<file path="src/rtl/UART_MIKE_pkg.sv">
// Shared types for the UART timing resources: counter direction/mode
// enums and the default counter width.
package UART_MIKE_pkg;

    typedef enum logic {CNT_UP, CNT_DOWN} cnt_dir_t;
    typedef enum logic {CNT_WRAP, CNT_ONESHOT} cnt_mode_t;

    localparam int CNT_W_DEFAULT = 8;

endpackage

</file>
<file path="src/rtl/multi_mode_counter_channel.sv">
// counter_channel: one up/down, wrap/one-shot counter with clear, load,
// registered terminal-count pulse and sticky done flag.
module counter_channel
    import UART_MIKE_pkg::*;
#(
    parameter int CNT_W = CNT_W_DEFAULT
) (
    input  logic             clk,
    input  logic             rst,
    input  logic             en,
    input  logic             clr,
    input  logic             load,
    input  logic [CNT_W-1:0] load_val,
    input  cnt_dir_t         dir,
    input  cnt_mode_t        mode,
    input  logic [CNT_W-1:0] goal,
    input  logic             step_tick,
    output logic [CNT_W-1:0] count,
    output logic             at_term,
    output logic             tc,
    output logic             done
);

    logic [CNT_W-1:0] start_val;
    logic             step;

    assign start_val = (dir == CNT_DOWN) ? goal : '0;
    // Up uses >= so a goal lowered below the current count still terminates.
    assign at_term   = (dir == CNT_DOWN) ? (count == '0) : (count >= goal);
    assign step      = en && !done && step_tick;

    always_ff @(posedge clk or posedge rst) begin
        if (rst) begin
            count <= '0;
            tc    <= 1'b0;
            done  <= 1'b0;
        end else if (clr) begin
            count <= start_val;
            tc    <= 1'b0;
            done  <= 1'b0;
        end else if (load) begin
            count <= load_val;
            tc    <= 1'b0;
            done  <= 1'b0;
        end else if (step) begin
            if (at_term) begin
                tc <= 1'b1;
                if (mode == CNT_WRAP) begin
                    count <= start_val;
                end else begin
                    done <= 1'b1;
                end
            end else begin
                tc    <= 1'b0;
                count <= (dir == CNT_DOWN) ? count - 1'b1 : count + 1'b1;
            end
        end else begin
            tc <= 1'b0;
        end
    end

endmodule

</file>
<file path="src/rtl/multi_mode_counter.sv">
// multi_mode_counter: NUM_CH independent counter channels sharing one clock.
// Define MULTI_MODE_COUNTER_PRESCALE_EN to add a shared step prescaler.
module multi_mode_counter
    import UART_MIKE_pkg::*;
#(
    parameter int CNT_W      = CNT_W_DEFAULT,
    parameter int NUM_CH     = 2,
    parameter int PRESCALE_W = 8
) (
    input  logic                    clk,
    input  logic                    rst,
    input  logic [NUM_CH-1:0]       en,
    input  logic [NUM_CH-1:0]       clr,
    input  logic [NUM_CH-1:0]       load,
    input  logic [NUM_CH*CNT_W-1:0] load_val,
    input  logic [NUM_CH-1:0]       dir,
    input  logic [NUM_CH-1:0]       mode,
    input  logic [NUM_CH*CNT_W-1:0] goal,
    input  logic [PRESCALE_W-1:0]   prescale_div,
    output logic [NUM_CH*CNT_W-1:0] count,
    output logic [NUM_CH-1:0]       at_term,
    output logic [NUM_CH-1:0]       tc,
    output logic [NUM_CH-1:0]       done
);

    logic step_tick;

`ifdef MULTI_MODE_COUNTER_PRESCALE_EN
    logic [PRESCALE_W-1:0] prescale_cnt;

    // Free-running 0..prescale_div; >= recovers quickly if the divisor is lowered.
    always_ff @(posedge clk or posedge rst) begin
        if (rst) begin
            prescale_cnt <= '0;
        end else if (prescale_cnt >= prescale_div) begin
            prescale_cnt <= '0;
        end else begin
            prescale_cnt <= prescale_cnt + 1'b1;
        end
    end

    assign step_tick = (prescale_cnt == prescale_div);
`else
    logic prescale_unused;

    assign prescale_unused = ^prescale_div;
    assign step_tick       = 1'b1;
`endif

    for (genvar i = 0; i < NUM_CH; i++) begin : g_ch
        counter_channel #(
            .CNT_W(CNT_W)
        ) u_channel (
            .clk      (clk),
            .rst      (rst),
            .en       (en[i]),
            .clr      (clr[i]),
            .load     (load[i]),
            .load_val (load_val[i*CNT_W +: CNT_W]),
            .dir      (cnt_dir_t'(dir[i])),
            .mode     (cnt_mode_t'(mode[i])),
            .goal     (goal[i*CNT_W +: CNT_W]),
            .step_tick(step_tick),
            .count    (count[i*CNT_W +: CNT_W]),
            .at_term  (at_term[i]),
            .tc       (tc[i]),
            .done     (done[i])
        );
    end

endmodule
</file>
<file path="config.mk">
export PLATFORM = sky130hd
export DESIGN_NAME = multi_mode_counter
export DESIGN_NICKNAME = d
export VERILOG_FILES = /design/src/rtl/UART_MIKE_pkg.sv /design/src/rtl/multi_mode_counter_channel.sv /design/src/rtl/multi_mode_counter.sv
export SDC_FILE = /design/constraint.sdc
export NUM_CORES = 1
export LEC_CHECK = 0
export CORE_ASPECT_RATIO = 0.9
export CORE_MARGIN = 2
export CORE_UTILIZATION = 48
export DETAILED_ROUTE_END_ITERATION = 8
export HOLD_SLACK_MARGIN = 0.12
export MAX_ROUTING_LAYER = met4
export PLACE_DENSITY = 0.79
export SYNTH_ARGS = -nofsm -noshare
export SYNTH_HDL_FRONTEND = slang
export SYNTH_HIERARCHICAL = 1
export SYNTH_SLANG_ARGS = --single-unit
</file>
<file path="constraint.sdc">
create_clock -name clk -period 3.1 [get_ports clk]
set_clock_uncertainty 0.2 [all_clocks]
set_input_delay 0.465 -clock clk [delete_from_list [all_inputs] [get_ports clk]]
set_output_delay 0.465 -clock clk [all_outputs]
set_load 0.02 [all_outputs]
</file>
### Yosys cells after proc, flatten, opt, wreduce, memory -nomap -nowiden

Cells that the tools add are included.

* output and inout port bits: 22
* bits in latches: 0
* memory bits (read-only): 0
* memory bits (writable): 0
* memories kept: 0
* input port bits: 52
* register bits: 20

* magnitude comparators: 2
* shifts and indexed selects: 0
* multiply operators: 0
* bitwise logic cells: 0
* multiplexer cells: 34
* reduce and logical (&&, ||, !) cells: 16
* add/subtract/negate cells: 4
* eq/ne operators: 2
* div/mod/pow operators: 0

Operators with widths (number)
* $mux W8: 14
* $mux W1: 20
* $reduce_bool A3 Y1: 6
* $add A8 B1 Y8 const B: 2
* $ge A8 B8 Y1: 2
* $logic_not A8 Y1: 2
* $sub A8 B1 Y8 const B: 2
* $ne A4 B4 Y1 const B: 2
* $reduce_and A3 Y1: 2
* $reduce_and A2 Y1: 2
* $logic_and A1 B1 Y1: 2
* $logic_not A1 Y1: 2

### Depth between registers and ports, before layout

* word-level depth: 6
* depth in mapped cells: 10

### Cells and area by module

The synthesis kept the hierarchy.

By module, submodules not included
* counter_channel (g_ch[0].u_channel): cells each 148, instances 1, area each 1273.7 sq um, sequential area each 250.2 sq um
* counter_channel (g_ch[1].u_channel): cells each 141, instances 1, area each 1138.6 sq um, sequential area each 250.2 sq um
* multi_mode_counter: cells each 1, instances 1, area each 3.8 sq um, sequential area each 0.0 sq um

### Worst setup path after synthesis

Ideal clock, no wire load.

* path kind: register to register
* start: register g_ch[0].u_channel.count[0]
* end: register g_ch[0].u_channel.count[1]
* period minus slack after synthesis: 2.522 ns
* buffers on the path: 0
* arrival: 2.231 ns
* data required time: 2.808 ns
* path slack: 0.578 ns
* cell stages (with the launch flop): 9
* setup time: 0.092 ns
* cell sequence: dfrtp_1 inv_1 ha_1 nor2b_1 o21ai_0 a221oi_4 nor2_4 mux2_4 o31ai_2

* cells in the longest elaborated chain, start to end: 6
* elaborated cells between the ends (all ways): 12

Ends and longest elaborated chain
* start, declared: RTL line multi_mode_counter_channel.sv:18 `output logic [CNT_W-1:0] count,`
* start signal, assigned: RTL line multi_mode_counter_channel.sv:38 `count <= start_val;`
* start signal, assigned: RTL line multi_mode_counter_channel.sv:42 `count <= load_val;`
* start signal, assigned: RTL line multi_mode_counter_channel.sv:49 `count <= start_val;`
* $ge A8 B8 Y1 / $logic_not A8 Y1 (equally long branches): RTL line multi_mode_counter_channel.sv:29 `assign at_term = (dir == CNT_DOWN) ? (count == '0) : (count >= goal);`
* $mux W1 *: RTL line multi_mode_counter_channel.sv:29
* named net at_term[0]: RTL line multi_mode_counter.sv:21 `output logic [NUM_CH-1:0] at_term,`
* $mux W8: RTL line multi_mode_counter_channel.sv:46 `if (at_term) begin`
* $mux W8: RTL line multi_mode_counter_channel.sv:45 `end else if (step) begin`
* $mux W8: RTL line multi_mode_counter_channel.sv:41 `end else if (load) begin`
* $mux W8: RTL line multi_mode_counter_channel.sv:37 `end else if (clr) begin`

The timed path passes the listed nets; every way through them passes the cells marked *. The select of a mux whose other input is x is not followed.
A chain may end at the register's enable or synchronous reset.

### Worst setup path after layout

* start: input goal[14]
* end: output at_term[1]

* cells in the longest elaborated chain, start to end: 2

Ends and longest elaborated chain
* start, declared: RTL line multi_mode_counter.sv:18 `input logic [NUM_CH*CNT_W-1:0] goal,`
* $ge A8 B8 Y1: RTL line multi_mode_counter_channel.sv:29
* $mux W1: RTL line multi_mode_counter_channel.sv:29
* end, declared: RTL line multi_mode_counter.sv:21

No other way between the ends.

==> impl_metrics.py <==
metrics = {
    "final_layout": {
        "num_antenna_cells": 0,
        "final_util": 0.706,
        "drive_above_1_share": 0.153,
        "nets": 463,
        "area_delta_synth_final_pct": 41.2,
        "design_area_um2": 3410,
    },
    "status": {
        "status": "finished clean",
    },
    "synthesis": {
        "synth_edf_count": 0,
        "netlist.area_leader.share": 0.207,
        "yosysWarningCount": 6,
        "synth.most_common_cell": "ha_1",
        "syn_area_um2": 2420,
        "yosysTopAreaCell": "dfrtp_1",
        "synthArstFlopShare": 1.00,
        "ys.flop_type": "dfrtp_1",
        "synth_top_cells_by_area": "dfrtp_1, ha_1, a21oi_1, inv_1, nor2_1",
        "ys_top_cells_by_count": "ha_1, inv_1, nor2_1, a21oi_1",
        "synth-seq-cells": 20,
        "yosysSeqAreaShare": 0.207,
        "synth_area_per_cell_um2": 8.33,
        "ys_types": 65,
        "syn_inst": 290,
    },
    "die": {
        "num_rows": 24,
        "die_h_um": 71.3,
        "die_w_um": 78.8,
        "die_area_um2": 5620,
        "coreArea_um2": 4830,
        "ios": 74,
        "initial_core_util": 0.500,
    },
    "worst_setup_path": {
        "worstSetupEndpointType": "output port",
        "crit_type": "in -> out",
        "cp-endpoint": "at_term[1]",
        "critical_path.max_fanout": 2,
        "reg2regPathDepth": 8,
        "reg2reg_to": "g_ch[0].u_channel/count[6]$_DFFE_PP0P_",
        "cp-startpoint": "goal[14]",
        "crit_arrival_ns": 2.36,
        "startpoint_type": "primary input",
        "r2r_setup_slack_ns": 0.41,
        "r2r_start": "g_ch[0].u_channel/count[4]$_DFFE_PP0P_",
        "crit_required_ns": 2.43,
    },
    "grt": {
        "antenna_found_initial": 0,
        "grt_pass1_vias": 2409,
        "grt_overflow": 0,
        "grt_start_max_net_pins": 23,
        "track_usage": 0.267,
        "grt_pass1_wl_um": 11500,
    },
    "sta": {
        "tightest_slew_ns": 0.607,
        "fmax_mhz": 330,
        "fin_crit_sh": 0.977,
        "final-hold-violation-count": 0,
        "slew_violations": 0,
        "min_period_ns": 3.03,
        "setup_slack_ns": 0.0721,
        "slew_headroom": 0.594,
        "rsz0062_at_grt": "no",
        "setup_viol": 0,
    },
    "route": {
        "drt-wirelength-per-cell_um": 16.0,
        "routed_wl_um": 7100,
        "ant_nets": 0,
        "detail_route.vias_per_cell": 5.86,
        "route.detailed.drc": 0,
        "drtIter0Drc": 207,
        "firstDrtPassIters": 5,
        "route.vias.total": 2608,
    },
    "place": {
        "place_congestion": 0.973,
        "post-place-ws_ns": -0.171,
        "dp_hpwl_um": 5600,
        "io_buffers": 65,
        "place_area_um2": 3340,
    },
    "power": {
        "power.density_nw_per_um2": 423,
        "power_leakage_uw": 0.00154,
        "max-vdd-ir-drop_v": 0.000297,
        "power_frac_comb": 0.568,
        "totalPowerFinal_uw": 1440,
        "seqPwrFrac": 0.247,
        "power.share.clock": 0.185,
        "p_switching_uw": 573,
        "swShare": 0.397,
        "power.internal_uw": 870,
    },
    "clock_tree": {
        "clk_path_buf_depth": 2,
        "cts_root_buf": "clkbuf_8",
        "htree_levels": 1,
        "numCtsBuffers": 3,
        "insertion_delay_ns": 0.26,
        "cts_tree": "built",
        "hold_buffers": 0,
        "cts.clk_slew.worst_paths_ns": 0.08,
        "cts.sinks": 20,
    },
    "run": {
        "maxCapViolations": 0,
    },
    "worst_hold_path": {
        "hold_class": "in -> async",
    },
}
-- per-layer routing --
layer	global-route usage	vias to the layer above	share of wire
met2	0.415	107	0.46
li1	-	1260	-
met5	-	-	0
met3	0.0302	8	0.074
met1	0.381	1233	0.46
met4	0.0468	0	0.0099
-- power by group through the flow --
stage / Clock [µW] / Sequential, µW / Combinational [µW]
final: 267 / 356 / 819
after global routing: 284 / 361 / 892
after CTS: 272 / 355 / 814
after detailed placement: 0 / 359 / 807
after global placement: 0 / 358 / 786
after floorplan: 0 / 391 / 462
-- kinds of logic after synthesis --
kind of cell | count (synthesis) | synth area share
xor gates and xnor gates | 10 | 0.0440
other | 1 | 0.00155
buffers and inverters | 39 | 0.0699
AOI/OAI and AO/OA | 102 | 0.329
adders and majority gates | 30 | 0.162
DFF | 20 | 0.207
muxes | 2 | 0.0109
and+or+nand+nor | 86 | 0.176
-- how the worst min path moves through the flow --
stage	from	endpoint	slack, ns	cells past startpoint
5_1_grt	rst	g_ch[0].u_channel/count[4]$_DFFE_PP0P_	0.38	2
4_1_cts	rst	g_ch[0].u_channel/count[4]$_DFFE_PP0P_	0.33	2
6_report	rst	g_ch[0].u_channel/count[4]$_DFFE_PP0P_	0.32	2
2_1_floorplan	rst	g_ch[0].u_channel/count[0]$_DFFE_PP0P_	0.11	1
3_3_place_gp	g_ch[1].u_channel/done$_DFFE_PP0P_	g_ch[1].u_channel/done$_DFFE_PP0P_	0.31	2
3_5_place_dp	g_ch[1].u_channel/done$_DFFE_PP0P_	g_ch[1].u_channel/done$_DFFE_PP0P_	0.32	2
-- cell type report --
cell class,instances,area (µm²)
timing repair buffer,95,895
tap,65,81.3
clock inverter,1,30.0
multi-input combinational,234,1760
clock buffer,3,41.3
fill,370,1420
inverter,27,101
sequential,20,500
-- sequential cells by signal (all words and copies together), names as in the netlist --
name                  cells
g_ch.u_channel/count     16
g_ch.u_channel/done       2
g_ch.u_channel/tc         2
-- placed cells by master (no fill, tap or decap), types with 3 or more instances in the layout --
| cell | n |
|---|---|
| a221oi_1 | 4 |
| clkdlybuf4s50_1 | 63 |
| o21ai_0 | 9 |
| xnor2_1 | 5 |
| buf_4 | 28 |
| a31oi_1 | 5 |
| inv_1 | 26 |
| a22o_1 | 5 |
| or4_4 | 3 |
| nor3_1 | 7 |
| o31ai_1 | 8 |
| nor2b_1 | 7 |
| a32oi_1 | 3 |
| a21oi_1 | 24 |
| xor2_1 | 4 |
| ha_1 | 28 |
| nand2_1 | 20 |
| nand3_1 | 9 |
| dfrtp_1 | 20 |
| o21a_1 | 4 |
| conb_1 | 4 |
| o21ai_2 | 3 |
| clkbuf_8 | 3 |
| a21o_1 | 4 |
| nor2_1 | 26 |
-- metrics by stage --
step           setup TNS [ns]  hold slack (ns)  std cells
5_1_grt                     0            0.377        445
6_report                    0            0.315        445
2_1_floorplan               0            0.105        293
3_3_place_gp           -0.463            0.308        441
4_1_cts                     0            0.330        445
3_5_place_dp           -0.738            0.321        441
-- critical path: stages --
cell and delay [ns]:
clkdlybuf4s50_1 0.48, inv_1 0.05, ha_1 0.30, a21o_1 0.19, a211oi_2 0.25, o21ai_2 0.11
o21ai_2 0.16, inv_2 0.05, dlygate4sd2_1 0.31
-- timing repair --
action / 4_1_cts / 5_1_grt
setup endpoints to repair: 2 / 2
hold endpoints to repair: 0 / 0
setup buffers: 0 / 0
pin swaps: 0 / 0
gates resized for setup: 3 / 3
No activity file was read; power rests on OpenSTA's default activity.
==> RTL edit 1: new RTL, same settings <==
The option `MULTI_MODE_COUNTER_PRESCALE_EN` is turned on by a define.
--- a/src/rtl/multi_mode_counter.sv
+++ b/src/rtl/multi_mode_counter.sv
@@ -1,5 +1,7 @@
 // multi_mode_counter: NUM_CH independent counter channels sharing one clock.
 // Define MULTI_MODE_COUNTER_PRESCALE_EN to add a shared step prescaler.
+`define MULTI_MODE_COUNTER_PRESCALE_EN
+
 module multi_mode_counter
     import UART_MIKE_pkg::*;
 #(
Behaviour: not the same (a bounded check fails within 4 cycles, from zero or initial values and one cycle with rst high).
==> RTL edit 1 against the original RTL <==
- sequential cell count increased by 8
- register-to-register slack lost 0.06 ns
- wire length grew 23%
- hold slack worse by 0.022 ns
- worst setup slack better by 0.0045 ns
- largest cell class unchanged
- design area is 19% higher
- area after synthesis rose by 23%
- total power grew 26%
==> RTL edit 1: results (changes against the original RTL) <==
[detailed_routing]
ant_nets=0  ; unchanged
first_pass_iters=6  ; +1
drt-initial-drc-count=212  ; +2.4%
dr_total_vias=3115  ; +19%
routed_wl_um=8730  ; +23%

[setup_path]
crit_fanout=2  ; unchanged
ff2ff_setup_slack_ns=0.35  ; -0.06 ns
crit-reg2reg-capture=g_ch[1].u_channel/count[3]$_DFFE_PP0P_
rr_worst_depth=8  ; unchanged
cp.arrival_ns=2.36  ; about the same
worstReg2RegStart=g_ch[1].u_channel/count[4]$_DFFE_PP0P_

[global_route]
antenna_found_initial=0  ; unchanged
grt_max_degree=16  ; -30%
track_usage=0.271  ; +0.00456
grt_pass1_wl_um=14500  ; +26%
grt_pass1_vias=3163  ; +31%

[synthesis]
ys_types=71  ; +9.2%
syn-num-nets=438
synthTopCellsByCount=38 x inv_1, 37 x ha_1, 33 x nor2_1
ys_warn_count=6  ; unchanged
synth-async-reset-ratio=1.00  ; unchanged
synth-main-ff-cell=dfrtp_1
netlist_top_cells_area=dfrtp_1 24%, ha_1 16%, inv_1 4.8%
ys_seq_area_frac=0.235  ; +0.0280

[pwr]
switching_share=0.415  ; +0.0177
vdd_drop_max_mv=0.195  ; -34%
p_leak_uw=0.00187  ; +22%

[placed_design]
port_buffers=73  ; +12%
place_hpwl_um=7130  ; +27%
place.gp.congestion=0.955  ; -1.8%
dp_slack_ns=-0.224  ; -0.0534 ns

[clock_network]
cts_buffers=3  ; unchanged
cts_buffer_depth=2  ; unchanged
clk_latency_ns=0.28  ; +0.02 ns
post_cts_buffers=0  ; unchanged
cts_root_buf=clkbuf_8
ctsHtreeMaxLevel=1  ; unchanged
clkTransAtPathRegs_ns=0.09

[worst_hold_path]
hold_class=reg -> reg
holdPathStages=1
worstHoldEndpoint=prescale_cnt[0]$_DFF_PP0_
hold_path.startpoint=prescale_cnt[0]$_DFF_PP0_

[cells_and_area]
diodes=0  ; unchanged
drive_above_1_share=0.138  ; -0.0145
nNetsFinal=541  ; +17%
reg_top3=g_ch.u_channel/count (16), prescale_cnt (8)

[sta]
min_period_ns=3.02  ; -0.00450 ns
whs_ns=0.294  ; -0.0219 ns
worst_pin_slew_ns=0.571  ; -0.0363 ns

[run_status]
status=completed

-- RTL edit 1: metal layers --
layer	global-route usage	routed length [µm]	share of wire	vias up
met5	-	0	0	-
met4	0.0891	124	0.014	0
met3	0.0333	712	0.082	12
met2	0.427	4130	0.47	171
met1	0.363	3770	0.43	1449
li1	-	-	-	1483
-- RTL edit 1: logic make-up after synthesis --
group | count (synthesis) | share of synthesized area
AO/OA/AOI/OAI | 114 | 0.304
AND/OR/NAND/NOR | 101 | 0.170
buffers and inverters | 48 | 0.0697
adder cells (fa/ha/maj) | 39 | 0.169
flip-flops | 28 | 0.235
XOR/XNOR | 15 | 0.0441
multiplexers | 2 | 0.00881
-- RTL edit 1: critical path: stages --
cell	delay (ns)
clkdlybuf4s50_1	0.48
inv_1	0.05
ha_1	0.20
or4_4	0.55
a221oi_4	0.26
nor2_4	0.06
clkdlybuf4s15_1	0.29
-- RTL edit 1: final cells by class --
class / instances / area [µm²]
Fill cell: 487 / 1990
Multi-Input combinational cell: 271 / 2080
Inverter: 38 / 143
Sequential cell: 28 / 701
Tap cell: 72 / 90.1
Timing Repair Buffer: 108 / 992
Clock buffer: 4 / 55.1
-- RTL edit 1: power by group through the flow --
stage	Clock [µW]	Combinational (µW)	Sequential, µW
after floorplan	0	639	565
after detailed placement	0	1040	545
after global routing	251	1150	554
after global placement	0	994	543
final	230	1050	542
after CTS	235	1040	539
-- RTL edit 1: timing repair --
action / 4_1_cts / 5_1_grt
hold buffers: 0 / 0
resized for setup: 3 / 2
pin swaps: 1 / 1
setup endpoints to repair: 2 / 4
gates cloned: 0 / 0
-- RTL edit 1: per-stage QoR --
step	instance area (µm²)	util	std cells
6_report	4060	0.671	521
2_1_floorplan	2980	-	347
3_5_place_dp	4000	0.661	517
5_1_grt	4060	0.671	521
4_1_cts	4060	0.671	521
3_3_place_gp	4000	0.661	517
-- RTL edit 1: worst max-delay path by stage --
| stage | slack (ns) | from | to | cells past startpoint |
|---|---|---|---|---|
| final | 0.08 | goal[12] | at_term[1] | 7 |
| after global routing | 0.001 | goal[6] | at_term[0] | 8 |
| after CTS | 0.02 | goal[10] | at_term[1] | 8 |
| after detailed placement | -0.22 | goal[10] | at_term[1] | 8 |
| after global placement | -0.14 | goal[12] | at_term[1] | 7 |
| after floorplan | 0.58 | g_ch[1].u_channel/count[0]$_DFFE_PP0P_ | g_ch[1].u_channel/count[1]$_DFFE_PP0P_ | 8 |
==> RTL edit 2: new RTL, config.mk and constraints unchanged <==
Without the edit above. Add an input register stage for `goal`; this delays it by one clock. The other inputs are not delayed to match.
--- a/src/rtl/multi_mode_counter.sv
+++ b/src/rtl/multi_mode_counter.sv
@@ -22,6 +22,12 @@
     output logic [NUM_CH-1:0]       tc,
     output logic [NUM_CH-1:0]       done
 );
+
+    logic [NUM_CH*CNT_W-1:0] goal_q;
+
+    always_ff @(posedge clk) begin
+        goal_q <= goal;
+    end
 
     logic step_tick;
 
@@ -59,7 +65,7 @@
             .load_val (load_val[i*CNT_W +: CNT_W]),
             .dir      (cnt_dir_t'(dir[i])),
             .mode     (cnt_mode_t'(mode[i])),
-            .goal     (goal[i*CNT_W +: CNT_W]),
+            .goal     (goal_q[i*CNT_W +: CNT_W]),
             .step_tick(step_tick),
             .count    (count[i*CNT_W +: CNT_W]),
             .at_term  (at_term[i]),
Check against the original RTL: not equivalent (Yosys sat finds a counterexample within 4 cycles, from zero or initial values and one cycle with rst high).
==> RTL edit 2 against the original RTL <==
- clock power increased by 34%
- area after synthesis grew 13%
- sequential cell count rose by 16
- maximum frequency up 8.1%
- wire length increased by 7.4%
- design area grew 8.0%
- worst setup slack better by 0.23 ns
- global-route usage decreased by 1.6 points
- critical endpoint is now g_ch[0].u_channel/count[2]$_DFFE_PP0P_
- die area grew 13%
- total power rose by 22%
- register-to-register slack worse by 0.11 ns
- critical path depth is 3 lower
==> RTL edit 2: results (changes against the original RTL) <==
[run_status]
status=completed

[synthesis]
synth-async-reset-ratio=0.556  ; -0.444
synthTopCellsByCount=28 x ha_1, 26 x inv_1, 26 x nor2_1
ys_types=66  ; +1.5%
ys_seq_area_frac=0.300  ; +0.0928
synth-main-ff-cell=dfrtp_1
netlist_top_cells_area=dfrtp_1 18%, ha_1 13%, dfxtp_1 12%
ys_warn_count=6  ; unchanged

[clock_network]
clkTransAtPathRegs_ns=0.08  ; about the same
ctsHtreeMaxLevel=2  ; +1
cts_buffer_depth=2  ; unchanged
cts_buffers=5  ; +2
clk_latency_ns=0.30  ; +0.04 ns
cts_root_buf=clkbuf_8
post_cts_buffers=0  ; unchanged

[global_route]
grt_pass1_wl_um=12100  ; +5.3%
grt_max_degree=23  ; unchanged
track_usage=0.251  ; -0.0157
grt_pass1_vias=2488  ; +3.3%

[cells_and_area]
diodes=0  ; unchanged
drive_above_1_share=0.131  ; -0.0215
nNetsFinal=470  ; +1.5%
reg_top3=g_ch.u_channel/count (16), goal_q (16)

[detailed_routing]
viasPerCell=5.88  ; +0.33%
wl_per_cell_um=16.6  ; +4.1%
drt-initial-drc-count=167  ; -19%
first_pass_iters=5  ; unchanged

[sta]
relSlewSlack=0.555  ; -0.0389

[placed_design]
place_hpwl_um=5840  ; +4.3%
dp_slack_ns=0.0546  ; +0.226 ns
place.gp.congestion=0.958  ; -1.5%

[pwr]
p_leak_uw=0.00165  ; +7.2%
vdd_drop_max_mv=0.262  ; -12%

[setup_path]
cp.arrival_ns=2.79  ; +0.43 ns
crit_fanout=14  ; +12

[worst_hold_path]
hold_class=in -> async

==> RTL edit 2: cell count changes in the layout (fill, tap and decap cells not counted), moves of 2 or more <==
cell and change:
dfxtp_1 +16, clkinv_2 +2, dlymetal6s2s_1 +2, buf_4 -10, clkbuf_8 +3
==> RTL edit 2: kinds of logic (layout without fill, tap and decap cells) <==
family                     after synthesis  count (layout)  synth area share
AOI/OAI and AO/OA                      102             102             0.291
and+or+nand+nor                         86              86             0.155
buffers and inverters                   39             119            0.0617
DFF                                     36              36             0.300
adders and majority gates               30              30             0.143
xor gates and xnor gates                10              10            0.0389
muxes                                    2               2           0.00960
other                                    1               4           0.00137
==> RTL edit 2: what timing repair did <==
action                                  CTS  global route
endpoints found under the setup margin    2             2
resized for setup                         2             4
gates cloned                              0             0
==> RTL edit 2: metal layers <==
layer	wire length, µm	track usage	vias up
met2	3360	0.372	112
li1	-	-	1291
met3	593	0.0509	15
met4	104	0.0842	0
met1	3570	0.347	1281
met5	0	-	-
==> RTL edit 2: report_power, final <==
part,internal (µW),total (µW),switching [µW]
combinational,397,821,424
sequential,514,575,60.8
clock,178,357,179
==> RTL edit 2: critical path: stages (launching register included) <==
cell and delay [ns]:
dfrtp_1 0.45, or4_4 0.59, o21ai_2 0.16, o31ai_2 0.11, buf_4 0.18, o32ai_4 0.61
mux2_2 0.40
==> RTL edit 2: worst paths after layout <==
kind	startpoint	to	slack (ns)	cells past startpoint
worst max-delay path	g_ch[0].u_channel/count[4]$_DFFE_PP0P_	g_ch[0].u_channel/count[2]$_DFFE_PP0P_	0.30	6
worst min-delay path	rst	g_ch[0].u_channel/tc$_DFF_PP0_	0.35	2
worst max register to register	g_ch[0].u_channel/count[4]$_DFFE_PP0P_	g_ch[0].u_channel/count[2]$_DFFE_PP0P_	0.30	6
worst min register to register	goal_q[4]$_DFF_P_	g_ch[0].u_channel/count[4]$_DFFE_PP0P_	0.35	2
max in group asynchronous	rst	g_ch[0].u_channel/count[0]$_DFFE_PP0P_	2.02	2
min in group clk	goal_q[4]$_DFF_P_	g_ch[0].u_channel/count[4]$_DFFE_PP0P_	0.35	2
==> RTL edit 2: final cells by class <==
cell class | count | area (µm²)
clock buffers | 6 | 82.6
flip-flops and latches | 36 | 822
repair buffers | 84 | 811
clock inverters | 2 | 10.0
multi-input cells | 234 | 1770
fillers | 445 | 1910
inverters | 27 | 101
well taps | 70 | 87.6
==> RTL edit 2: stage by stage <==
stage               hold WS (ns)  instance area, µm²  cells  total power, µW  utilization
floorplan                  0.105                2750    309             1080            -
detailed placement         0.341                3570    451             1380        0.639
finish                     0.346                3680    459             1750        0.659
CTS                        0.349                3670    459             1750        0.656
global route               0.368                3680    459             1860        0.659
global placement           0.311                3570    451             1360        0.639
